`config.mk`:
```
export PLATFORM = sky130hd
export DESIGN_NAME = opendap_sw_dp_regs_flat
export DESIGN_NICKNAME = d
export VERILOG_FILES = /design/src/rtl/opendap_sw_dp_regs_pkg.sv /design/src/rtl/opendap_sw_dp_regs_if.sv /design/src/rtl/opendap_sync_2ff.sv /design/src/rtl/opendap_sw_dp_regs.sv /design/src/flat_wrapper.sv
export SDC_FILE = /design/constraint.sdc
export NUM_CORES = 1
export LEC_CHECK = 0
export ABC_AREA = 1
export CORE_MARGIN = 2
export CORE_UTILIZATION = 35
export CTS_CLUSTER_DIAMETER = 120
export DETAILED_ROUTE_END_ITERATION = 8
export PLACE_DENSITY = 0.72
export SLEW_MARGIN = 20
export SYNTH_ARGS = -nofsm -noshare
export SYNTH_HDL_FRONTEND = slang
export SYNTH_SLANG_ARGS = --single-unit
```
`constraint.sdc`:
```
create_clock -name swclk -period 4.7 [get_ports swclk]
set_clock_uncertainty 0.05 [all_clocks]
set_input_delay 0.94 -clock swclk [delete_from_list [all_inputs] [get_ports swclk]]
set_output_delay 0.94 -clock swclk [all_outputs]
set_load 0.1 [all_outputs]
```
`src/rtl/opendap_sw_dp_regs_pkg.sv`:
```
// Shared constants and types for the SW-DP register file: DP addresses, CTRL/STAT and
// ABORT bit positions, DPBANKSEL encodings and the latched AP command.
package opendap_sw_dp_regs_pkg;

  localparam logic [1:0] DP_ADDR_DPIDR     = 2'd0;
  localparam logic [1:0] DP_ADDR_ABORT     = 2'd0;
  localparam logic [1:0] DP_ADDR_CTRLSTAT  = 2'd1;
  localparam logic [1:0] DP_ADDR_RESEND    = 2'd2;
  localparam logic [1:0] DP_ADDR_SELECT    = 2'd2;
  localparam logic [1:0] DP_ADDR_RDBUFF    = 2'd3;
  localparam logic [1:0] DP_ADDR_TARGETSEL = 2'd3;

  localparam logic [3:0] DPBANK_CTRLSTAT = 4'd0;
  localparam logic [3:0] DPBANK_DLCR     = 4'd1;
  localparam logic [3:0] DPBANK_TARGETID = 4'd2;
  localparam logic [3:0] DPBANK_DLPIDR   = 4'd3;

  localparam int CS_ORUNDETECT   = 0;
  localparam int CS_STICKYORUN   = 1;
  localparam int CS_STICKYERR    = 5;
  localparam int CS_READOK       = 6;
  localparam int CS_WDATAERR     = 7;
  localparam int CS_CDBGPWRUPREQ = 28;
  localparam int CS_CDBGPWRUPACK = 29;
  localparam int CS_CSYSPWRUPREQ = 30;
  localparam int CS_CSYSPWRUPACK = 31;

  localparam int AB_DAPABORT   = 0;
  localparam int AB_STKERRCLR  = 2;
  localparam int AB_WDERRCLR   = 3;
  localparam int AB_ORUNERRCLR = 4;

  localparam logic [31:0] DLCR_VALUE = 32'h0000_0040;

  typedef enum logic {
    AP_IDLE = 1'b0,
    AP_BUSY = 1'b1
  } ap_state_t;

  typedef struct packed {
    logic [7:0]  sel;
    logic [5:0]  addr;
    logic        r_nw;
    logic [31:0] wdata;
  } ap_cmd_t;

endpackage

```
`src/rtl/opendap_sw_dp_regs_if.sv`:
```
// Parallel DP/AP access bus between the SW-DP serial engine (master) and the register file.
interface opendap_sw_dp_regs_if;
  logic [1:0]  bus_addr;
  logic        bus_r_nw;
  logic        bus_ap_ndp;
  logic [31:0] bus_wdata;
  logic        bus_en;
  logic [31:0] bus_rdata;

  modport master (
    output bus_addr, bus_r_nw, bus_ap_ndp, bus_wdata, bus_en,
    input  bus_rdata
  );

  modport slave (
    input  bus_addr, bus_r_nw, bus_ap_ndp, bus_wdata, bus_en,
    output bus_rdata
  );
endinterface

```
`src/rtl/opendap_sync_2ff.sv`:
```
// Two-flop synchroniser for a single asynchronous level into the swclk domain.
module opendap_sync_2ff (
  input  logic clk,
  input  logic rst,
  input  logic d,
  output logic q
);
  logic meta;

  always_ff @(posedge clk or posedge rst) begin
    if (rst) begin
      meta <= 1'b0;
      q    <= 1'b0;
    end else begin
      meta <= d;
      q    <= meta;
    end
  end
endmodule

```
`src/rtl/opendap_sw_dp_regs.sv`:
```
// SW-DP register file and posted AP-access sequencer. Reads are combinational in the
// access cycle; AP transactions run on a req/ack bus with results landing in RDBUFF.
module opendap_sw_dp_regs
  import opendap_sw_dp_regs_pkg::*;
#(
  parameter logic [31:0] DPIDR    = 32'h2ba01477,
  parameter logic [31:0] TARGETID = 32'h00000001,
  parameter logic [31:0] DLPIDR   = 32'h00000001
) (
  input  logic                       swclk,
  input  logic                       rst,
  opendap_sw_dp_regs_if.slave        bus,
  input  logic                       dp_set_wdataerr,
  input  logic                       dp_set_stickyorun,
  input  logic                       dp_clear_readok,
  output logic                       dp_orundetect,
  output logic                       dp_acc_fault,
  output logic                       dp_acc_protocol_err,
  output logic                       ap_rdy,
  output logic                       ap_req,
  output logic [7:0]                 ap_sel,
  output logic [5:0]                 ap_addr,
  output logic                       ap_r_nw,
  output logic [31:0]                ap_wdata,
  input  logic                       ap_ack,
  input  logic                       ap_err,
  input  logic [31:0]                ap_rdata,
  output logic                       ap_abort,
  output logic                       cdbgpwrupreq,
  output logic                       csyspwrupreq,
  input  logic                       cdbgpwrupack,
  input  logic                       csyspwrupack
);

  // Only the SELECT fields that something consumes are stored.
  logic [7:0]  sel_apsel;
  logic [3:0]  sel_apbank;
  logic [3:0]  sel_dpbank;
  logic        orundetect, stickyorun, stickyerr, readok, wdataerr;
  logic [31:0] rdbuff;
  logic [1:0]  pwrack_raw, pwrack_s;

  ap_state_t   ap_state, ap_state_nxt;
  ap_cmd_t     ap_cmd;
  logic        ap_busy;

  logic        dp_wr, abort_wr, ctrl_wr, select_wr, dapabort;
  logic        ap_launch, ap_done, ap_rd_ok, ap_rd_err;
  logic        clr_stkerr, clr_wderr, clr_orun;
  logic [31:0] ctrlstat, rd_mux;

  // Power-up acks
  assign pwrack_raw = {csyspwrupack, cdbgpwrupack};

  for (genvar i = 0; i < 2; i++) begin : g_pwrack_sync
    opendap_sync_2ff u_sync (
      .clk (swclk),
      .rst (rst),
      .d   (pwrack_raw[i]),
      .q   (pwrack_s[i])
    );
  end

  // Access decode
  assign dp_wr      = bus.bus_en && !bus.bus_ap_ndp && !bus.bus_r_nw;
  assign abort_wr   = dp_wr && (bus.bus_addr == DP_ADDR_ABORT);
  assign select_wr  = dp_wr && (bus.bus_addr == DP_ADDR_SELECT);
  assign ctrl_wr    = dp_wr && (bus.bus_addr == DP_ADDR_CTRLSTAT) && (sel_dpbank == DPBANK_CTRLSTAT);
  assign dapabort   = abort_wr && bus.bus_wdata[AB_DAPABORT];
  assign clr_stkerr = abort_wr && bus.bus_wdata[AB_STKERRCLR];
  assign clr_wderr  = abort_wr && bus.bus_wdata[AB_WDERRCLR];
  assign clr_orun   = abort_wr && bus.bus_wdata[AB_ORUNERRCLR];

  assign dp_acc_protocol_err = !bus.bus_ap_ndp && !bus.bus_r_nw &&
                               (bus.bus_addr == DP_ADDR_CTRLSTAT) &&
                               (sel_dpbank != DPBANK_CTRLSTAT);
  assign dp_acc_fault = bus.bus_ap_ndp && (stickyerr || stickyorun || wdataerr);

  // An AP access arriving while busy is dropped; an ack coinciding with DAPABORT is discarded.
  assign ap_launch = bus.bus_en && bus.bus_ap_ndp && !ap_busy;
  assign ap_done   = ap_busy && ap_ack && !dapabort;
  assign ap_rd_ok  = ap_done && ap_cmd.r_nw && !ap_err;
  assign ap_rd_err = ap_done && ap_cmd.r_nw && ap_err;
  assign ap_abort  = dapabort;

  // AP FSM
  always_ff @(posedge swclk or posedge rst) begin
    if (rst) ap_state <= AP_IDLE;
    else     ap_state <= ap_state_nxt;
  end

  always_comb begin
    ap_state_nxt = ap_state;
    case (ap_state)
      AP_IDLE: if (ap_launch)          ap_state_nxt = AP_BUSY;
      AP_BUSY: if (dapabort || ap_ack) ap_state_nxt = AP_IDLE;
    endcase
  end

  always_comb begin
    ap_busy = (ap_state == AP_BUSY);
    ap_req  = ap_busy;
    ap_rdy  = !ap_busy;
  end

  always_ff @(posedge swclk or posedge rst) begin
    if (rst) begin
      ap_cmd <= '0;
    end else if (ap_launch) begin
      ap_cmd.sel   <= sel_apsel;
      ap_cmd.addr  <= {sel_apbank, bus.bus_addr};
      ap_cmd.r_nw  <= bus.bus_r_nw;
      ap_cmd.wdata <= bus.bus_wdata;
    end
  end

  assign ap_sel   = ap_cmd.sel;
  assign ap_addr  = ap_cmd.addr;
  assign ap_r_nw  = ap_cmd.r_nw;
  assign ap_wdata = ap_cmd.wdata;

  // Register file; sticky sets win over ABORT clears in the same cycle.
  always_ff @(posedge swclk or posedge rst) begin
    if (rst) begin
      sel_apsel    <= '0;
      sel_apbank   <= '0;
      sel_dpbank   <= '0;
      orundetect   <= 1'b0;
      cdbgpwrupreq <= 1'b0;
      csyspwrupreq <= 1'b0;
      stickyerr    <= 1'b0;
      stickyorun   <= 1'b0;
      wdataerr     <= 1'b0;
      readok       <= 1'b0;
      rdbuff       <= '0;
    end else begin
      if (select_wr) begin
        sel_apsel  <= bus.bus_wdata[31:24];
        sel_apbank <= bus.bus_wdata[7:4];
        sel_dpbank <= bus.bus_wdata[3:0];
      end
      if (ctrl_wr) begin
        orundetect   <= bus.bus_wdata[CS_ORUNDETECT];
        cdbgpwrupreq <= bus.bus_wdata[CS_CDBGPWRUPREQ];
        csyspwrupreq <= bus.bus_wdata[CS_CSYSPWRUPREQ];
      end
      stickyerr  <= (ap_done && ap_err) || (stickyerr && !clr_stkerr);
      stickyorun <= dp_set_stickyorun   || (stickyorun && !clr_orun);
      wdataerr   <= dp_set_wdataerr     || (wdataerr && !clr_wderr);
      if (ap_rd_ok)                           readok <= 1'b1;
      else if (dp_clear_readok || ap_rd_err)  readok <= 1'b0;
      if (ap_rd_ok) rdbuff <= ap_rdata;
    end
  end

  assign dp_orundetect = orundetect;

  // Read path
  always_comb begin
    ctrlstat                  = '0;
    ctrlstat[CS_ORUNDETECT]   = orundetect;
    ctrlstat[CS_STICKYORUN]   = stickyorun;
    ctrlstat[CS_STICKYERR]    = stickyerr;
    ctrlstat[CS_READOK]       = readok;
    ctrlstat[CS_WDATAERR]     = wdataerr;
    ctrlstat[CS_CDBGPWRUPREQ] = cdbgpwrupreq;
    ctrlstat[CS_CDBGPWRUPACK] = pwrack_s[0];
    ctrlstat[CS_CSYSPWRUPREQ] = csyspwrupreq;
    ctrlstat[CS_CSYSPWRUPACK] = pwrack_s[1];

    rd_mux = '0;
    if (bus.bus_ap_ndp) begin
      rd_mux = rdbuff;
    end else begin
      case (bus.bus_addr)
        DP_ADDR_DPIDR:    rd_mux = DPIDR;
        DP_ADDR_CTRLSTAT: begin
          case (sel_dpbank)
            DPBANK_CTRLSTAT: rd_mux = ctrlstat;
            DPBANK_DLCR:     rd_mux = DLCR_VALUE;
            DPBANK_TARGETID: rd_mux = TARGETID;
            DPBANK_DLPIDR:   rd_mux = DLPIDR;
            default:         rd_mux = '0;
          endcase
        end
        DP_ADDR_RESEND:   rd_mux = '0;
        default:          rd_mux = rdbuff;
      endcase
    end
    bus.bus_rdata = (bus.bus_en && bus.bus_r_nw) ? rd_mux : '0;
  end

endmodule

```
`src/flat_wrapper.sv`:
```
// flat-port wrapper written by rule: the top's interface ports become plain ports
module opendap_sw_dp_regs_flat import opendap_sw_dp_regs_pkg::*;
#(
  parameter logic [31:0] DPIDR    = 32'h2ba01477,
  parameter logic [31:0] TARGETID = 32'h00000001,
  parameter logic [31:0] DLPIDR   = 32'h00000001
)
  (swclk, rst, dp_set_wdataerr, dp_set_stickyorun, dp_clear_readok, dp_orundetect, dp_acc_fault, dp_acc_protocol_err, ap_rdy, ap_req, ap_sel, ap_addr, ap_r_nw, ap_wdata, ap_ack, ap_err, ap_rdata, ap_abort, cdbgpwrupreq, csyspwrupreq, cdbgpwrupack, csyspwrupack, bus_bus_addr, bus_bus_r_nw, bus_bus_ap_ndp, bus_bus_wdata, bus_bus_en, bus_bus_rdata);
  opendap_sw_dp_regs_if bus_i ();
  input  logic swclk;
  input  logic rst;
  input  logic dp_set_wdataerr;
  input  logic dp_set_stickyorun;
  input  logic dp_clear_readok;
  output logic dp_orundetect;
  output logic dp_acc_fault;
  output logic dp_acc_protocol_err;
  output logic ap_rdy;
  output logic ap_req;
  output logic [7:0] ap_sel;
  output logic [5:0] ap_addr;
  output logic ap_r_nw;
  output logic [31:0] ap_wdata;
  input  logic ap_ack;
  input  logic ap_err;
  input  logic [31:0] ap_rdata;
  output logic ap_abort;
  output logic cdbgpwrupreq;
  output logic csyspwrupreq;
  input  logic cdbgpwrupack;
  input  logic csyspwrupack;
  input wire logic [$bits(bus_i.bus_addr)-1:0] bus_bus_addr;
  input wire logic [$bits(bus_i.bus_r_nw)-1:0] bus_bus_r_nw;
  input wire logic [$bits(bus_i.bus_ap_ndp)-1:0] bus_bus_ap_ndp;
  input wire logic [$bits(bus_i.bus_wdata)-1:0] bus_bus_wdata;
  input wire logic [$bits(bus_i.bus_en)-1:0] bus_bus_en;
  output wire logic [$bits(bus_i.bus_rdata)-1:0] bus_bus_rdata;
  assign bus_i.bus_addr = bus_bus_addr;
  assign bus_i.bus_r_nw = bus_bus_r_nw;
  assign bus_i.bus_ap_ndp = bus_bus_ap_ndp;
  assign bus_i.bus_wdata = bus_bus_wdata;
  assign bus_i.bus_en = bus_bus_en;
  assign bus_bus_rdata = bus_i.bus_rdata;
  opendap_sw_dp_regs #(.DPIDR(DPIDR), .TARGETID(TARGETID), .DLPIDR(DLPIDR)) u_core (.swclk(swclk), .rst(rst), .bus(bus_i), .dp_set_wdataerr(dp_set_wdataerr), .dp_set_stickyorun(dp_set_stickyorun), .dp_clear_readok(dp_clear_readok), .dp_orundetect(dp_orundetect), .dp_acc_fault(dp_acc_fault), .dp_acc_protocol_err(dp_acc_protocol_err), .ap_rdy(ap_rdy), .ap_req(ap_req), .ap_sel(ap_sel), .ap_addr(ap_addr), .ap_r_nw(ap_r_nw), .ap_wdata(ap_wdata), .ap_ack(ap_ack), .ap_err(ap_err), .ap_rdata(ap_rdata), .ap_abort(ap_abort), .cdbgpwrupreq(cdbgpwrupreq), .csyspwrupreq(csyspwrupreq), .cdbgpwrupack(cdbgpwrupack), .csyspwrupack(csyspwrupack));
endmodule
```
# ---- Word-level counts from Yosys, hierarchy flattened
# Cells that the tools add are included.
dict set report totals {
  ff_bits 107
  inputBits 78
  out_inout_bits 87
  wordCells 81
}
dict set report classes {
  n_eq_ne 5
  muxes 9
  bitwise_logic 1
  n_reduce_logical 46
}
# op count
set ops {}
lappend ops {{$pmux 32 s3} 2}
lappend ops {{$mux 32} 2}
lappend ops {{$logic_and 1x1->1} 26}
lappend ops {{$eq 4x2->1 const B} 2}
lappend ops {{$logic_not 1->1} 8}
lappend ops {{$logic_or 1x1->1} 7}
lappend ops {{$eq 4x1->1 const B} 1}
lappend ops {{$logic_not 4->1} 1}
lappend ops {{$mux 1} 4}
lappend ops {{$reduce_bool 4->1} 1}
lappend ops {{$eq 2x1->1 const B} 1}
lappend ops {{$eq 2x2->1 const B} 1}
lappend ops {{$logic_not 2->1} 1}
lappend ops {{$pmux 1 s2} 1}
lappend ops {{$reduce_bool 2->1} 1}
lappend ops {{$reduce_or 2->1} 1}
lappend ops {{$not 1->1} 1}

# ---- Longest topological paths before layout
dict set report depth {
  ltp_word 12
  ltp_mapped 7
  depth_no_buf 6
}

# ---- Modules after synthesis
# A second synthesis with hierarchy kept.
dict set report unflattened {
  hier_cells 469
  area_unflattened_um2 4439.3
}
# module n_inst cells_per_inst area_per_inst_um2 seq_area_each_um2
set modules_own_cells {}
lappend modules_own_cells {opendap_sw_dp_regs 1 463 4331.7 2577.5}
lappend modules_own_cells {opendap_sync_2ff 2 3 53.8 50.0}

# ---- Worst setup path after synthesis
# Ideal clock, no wire load.
dict set report synth_timing {
  path_kind {input to output}
  startpoint {in bus_bus_addr[1]}
  endpoint {out dp_acc_protocol_err}
  arrival_time_ns 3.435
  required_ns 3.710
  slack_ns 0.275
  path_stages 3
  n_path_buf 0
  path_cell_list {nor2_2 nand2_1 nor3_1}
}
dict set report synth_between {
  elab_chain_cells 3
}
# element line_no
set synth_rtl {}
lappend synth_rtl {{from (decl)} flat_wrapper.sv:32} ;# input wire logic [$bits(bus_i.bus_addr)-1:0] bus_bus_addr;
lappend synth_rtl {{$eq 2x1->1} opendap_sw_dp_regs.sv:75} ;# (bus.bus_addr == DP_ADDR_CTRLSTAT) &&
lappend synth_rtl {{$logic_and 1x1->1} opendap_sw_dp_regs.sv:74} ;# assign dp_acc_protocol_err = !bus.bus_ap_ndp && !bus.bus_r_nw &&
lappend synth_rtl {{$logic_and 1x1->1} opendap_sw_dp_regs.sv:75}
lappend synth_rtl {{to (decl)} flat_wrapper.sv:17} ;# output logic dp_acc_protocol_err;
# No other way between the ends.

# ---- Worst setup path after layout
dict set report layout_timing {
  startpoint {in bus_bus_addr[1]}
  endpoint {out bus_bus_rdata[26]}
}
dict set report layout_between {
  elab_chain_cells 4
  elab_cells_between_ends 6
  classes_between {eq/ne (2); mux (3); reduce/logical (1)}
}
# element line_no
set layout_rtl {}
lappend layout_rtl {{$eq 2x2->1 (tied with other cells)} opendap_sw_dp_regs.sv:175} ;# case (bus.bus_addr)
lappend layout_rtl {{$pmux 32 s3 (*)} opendap_sw_dp_regs.sv:175}
lappend layout_rtl {{$mux 32 (*)} opendap_sw_dp_regs.sv:172} ;# if (bus.bus_ap_ndp) begin
lappend layout_rtl {{$mux 32 (*)} opendap_sw_dp_regs.sv:190} ;# bus.bus_rdata = (bus.bus_en && bus.bus_r_nw) ? rd_mux : '0;
lappend layout_rtl {{to (decl)} flat_wrapper.sv:37} ;# output wire logic [$bits(bus_i.bus_rdata)-1:0] bus_bus_rdata;
# Every way passes the cells marked *; elsewhere a longest branch is shown, timed or not.

==> flow_metrics.env <==
export IMPL_antenna_found_initial=0
export IMPL_arrival_ps=3000
export IMPL_cts_tree="yes"
export IMPL_ctsLongestPathBuffers=2
export IMPL_route_detailed_drc=0
export IMPL_ys_top_cells_by_area="dfrtp_1 (59%), nand2_1 (14%), mux2_2 (7.5%)"
export IMPL_min_period_ps=3995
export IMPL_clk_pin_slew_ps=70
export IMPL_synth_top_area_frac=0.5939
export IMPL_cts_buffers=9
export IMPL_max_stage_delay_ps=620
export IMPL_maxSlewViolCount=0
export IMPL_crit_slowest_cell="clkdlybuf4s50_1"
export IMPL_drv_cap=0
export IMPL_syn2layout_area_growth_pct=51.07
export IMPL_grt_ovfl_total=0
export IMPL_drt_wl_total_um=12030
export IMPL_die_area_um2=13800
export IMPL_cts_sink_count=107
export IMPL_powerDensity_nw_per_um2=546.8
export IMPL_first_pass_iters=5
export IMPL_yosys_area_top_type="dfrtp_1"
export IMPL_avgViaCountPerCell=4.594
export IMPL_worstMarginPinSlew_ps=1014
export IMPL_fmaxAchievable_mhz=250.3
export IMPL_grt_usage=0.1807
export IMPL_rows=41
export IMPL_finalSetupViolCount=0
export IMPL_crit_path_start_kind="input pin"
export IMPL_cts_root_buf="clkbuf_16"
export IMPL_detail_route_antenna_nets=0
export IMPL_ys_ff_latch=107
export IMPL_first_global_vias=3849
export IMPL_p_leak_nw=3.254
export IMPL_ioPinCount=165
export IMPL_slew_headroom=0.3219
export IMPL_hold_class="reg2reg"
export IMPL_ys_types=26
export IMPL_synthCells=476
export IMPL_yosysSeqAreaShare=0.5939
export IMPL_rsz0062_at_grt="false"
export IMPL_grt_pass1_wl_um=20000
export IMPL_fp_dieW_um=117.5
export IMPL_cts_hold_buf=0
export IMPL_synth_cell_area_um2=4508
export IMPL_path_buf_inv=2
export IMPL_worstPathRequired_ps=3710
export IMPL_cp_cell_sequence="clkdlybuf4s50_1 > nor2_2 > a21oi_4 > nand2_2 > nor2_1 > buf_12"
export IMPL_dp_hpwl_um=8986
export IMPL_nets=714
export IMPL_cts_repair_resized=0
export IMPL_syn_num_nets=554
export IMPL_coreArea_um2=12620
export IMPL_fp_dieH_um=117.5
export IMPL_cts_setup_buffers=0
export IMPL_insertion_delay_ps=340
export IMPL_layout_drive_gt1_share=0.1529
export IMPL_finalSetupTns_ps=0
export IMPL_gp_congestion=0.7635
export IMPL_irDropWorstVdd_v=0.0002372
export IMPL_whs_ps=307.7
export IMPL_wire_per_inst_um=14.79
export IMPL_path_max_fanout=19
export IMPL_finalCritPeriodShare=0.8500
export IMPL_yosys_warnings=0
export IMPL_n_antenna_cell=0
export IMPL_outcome="complete, no violations"
export IMPL_worstSetupPathType="in2out"
export IMPL_drtIter0Drc=245
export IMPL_hold_viol=0
export IMPL_fillerInstances=1140
export IMPL_portBuffers=164
export IMPL_grt_start_max_net_pins=83
export IMPL_critPathCaptureType="output pin"
export IMPL_cp_top_family="buffers and inverters"
export IMPL_synth_area_per_cell_um2=9.471
export IMPL_vias=3735
export IMPL_start_util=0.3572
export IMPL_htreeDepth=3
power breakdown:
part           internal [W]  switching [W]
sequential          0.00117       0.000144
clock              0.000380       0.000346
combinational      0.000457        0.00123
total               0.00200        0.00172
state kept, by name (all words and copies together) (netlist names):
name	cells
u_core.stickyorun	1
u_core.stickyerr	1
u_core.dp_orundetect	1
u_core.ap_r_nw	1
u_core.ap_req	1
u_core.cdbgpwrupreq	1
u_core.csyspwrupreq	1
u_core.ap_sel	8
u_core.g_pwrack_sync.u_sync.q	2
u_core.rdbuff	32
u_core.sel_apbank	4
u_core.g_pwrack_sync.u_sync.meta	2
u_core.sel_apsel	8
u_core.ap_wdata	32
u_core.readok	1
u_core.wdataerr	1
u_core.sel_dpbank	4
u_core.ap_addr	6
cell families after synthesis:
family,after synthesis,synth area share
compound gates,46,0.05468
flops,107,0.5939
buf+inv,66,0.06605
mux,30,0.07494
simple gates,227,0.2104
through the flow:
step	power (W)	util	instances	area (um^2)	setup WS, ps
floorplan	0.002541	-	476	4508	274.8
global placement	0.002988	0.5169	797	6523	873.5
detailed placement	0.003022	0.5169	797	6523	741.0
CTS	0.003762	0.5395	813	6808	738.8
global route	0.003901	0.5397	813	6810	582.0
finish	0.003724	0.5397	813	6810	705.1
synthesized netlist by cell type, drive strengths merged:
cell type / count
dfrtp: 107
a31oi: 1
o2111ai: 1
nand3b: 1
nor3: 3
nor2: 26
nand3: 28
buf: 17
or2: 1
inv: 46
mux2: 30
nand4: 2
a21oi: 4
o21ai: 40
nand2: 166
clkbuf: 3
layout make-up:
class / count / area, um^2 / share of cell area
Clock buffer: 10 / 239.0 / 0.03509
Tap cell: 172 / 215.2 / 0.03160
Sequential cell: 107 / 2678 / 0.3932
Inverter: 46 / 177.7 / 0.02609
Multi-Input combinational cell: 303 / 1538 / 0.2258
Clock inverter: 6 / 46.29 / 0.006798
Timing Repair Buffer: 169 / 1917 / 0.2815
path summary, 6_finish.rpt:
check | from | endpoint | slack (ps) | cells after the start
max in group asynchronous | rst | u_core.rdbuff[18] | 2820 | 3
hold reg to reg | u_core.g_pwrack_sync[1].u_sync.meta | u_core.g_pwrack_sync[1].u_sync.q | 310 | 0
setup reg to reg | u_core.ap_req | u_core.ap_addr[3] | 2490 | 4
hold / removal | u_core.g_pwrack_sync[1].u_sync.meta | u_core.g_pwrack_sync[1].u_sync.q | 310 | 0
min in group asynchronous | rst | u_core.rdbuff[26] | 1070 | 2
setup / recovery | bus_bus_addr[1] | bus_bus_rdata[26] | 710 | 6
routing by layer:
| metal | routed length, um | global-route usage | share of wire |
|---|---|---|---|
| met1 | 5514 | 0.2436 | 0.46 |
| met3 | 556 | 0.03634 | 0.046 |
| met5 | 0 | 0 | 0 |
| met4 | 257 | 0.06551 | 0.021 |
| met2 | 5698 | 0.2906 | 0.47 |
cells in the final DEF, fill, tap and decap left out:
master	synthesis	layout
nand2_1	165	165
clkdlybuf4s50_1	0	129
dfrtp_1	107	107
inv_1	45	44
mux2_2	30	30
buf_12	0	26
nand3_1	26	25
nor2_1	24	24
o21ai_0	24	24
o21ai_1	16	16
buf_4	4	14
clkbuf_16	0	9
nand3_2	2	3
a21oi_1	3	3
inv_6	0	3
nand4_2	2	2
nor3_1	2	2
clkinv_2	0	2
nor2_4	1	1
or2_1	1	1
nor3_4	1	1
inv_2	1	1
nor2_2	1	1
a21oi_4	1	1
nand2_2	1	1
o2111ai_1	1	1
a31oi_1	1	1
nand3b_1	1	1
clkbuf_8	0	1
inv_8	0	1
clkinvlp_4	0	1
(Power assumes the default switching activity.)
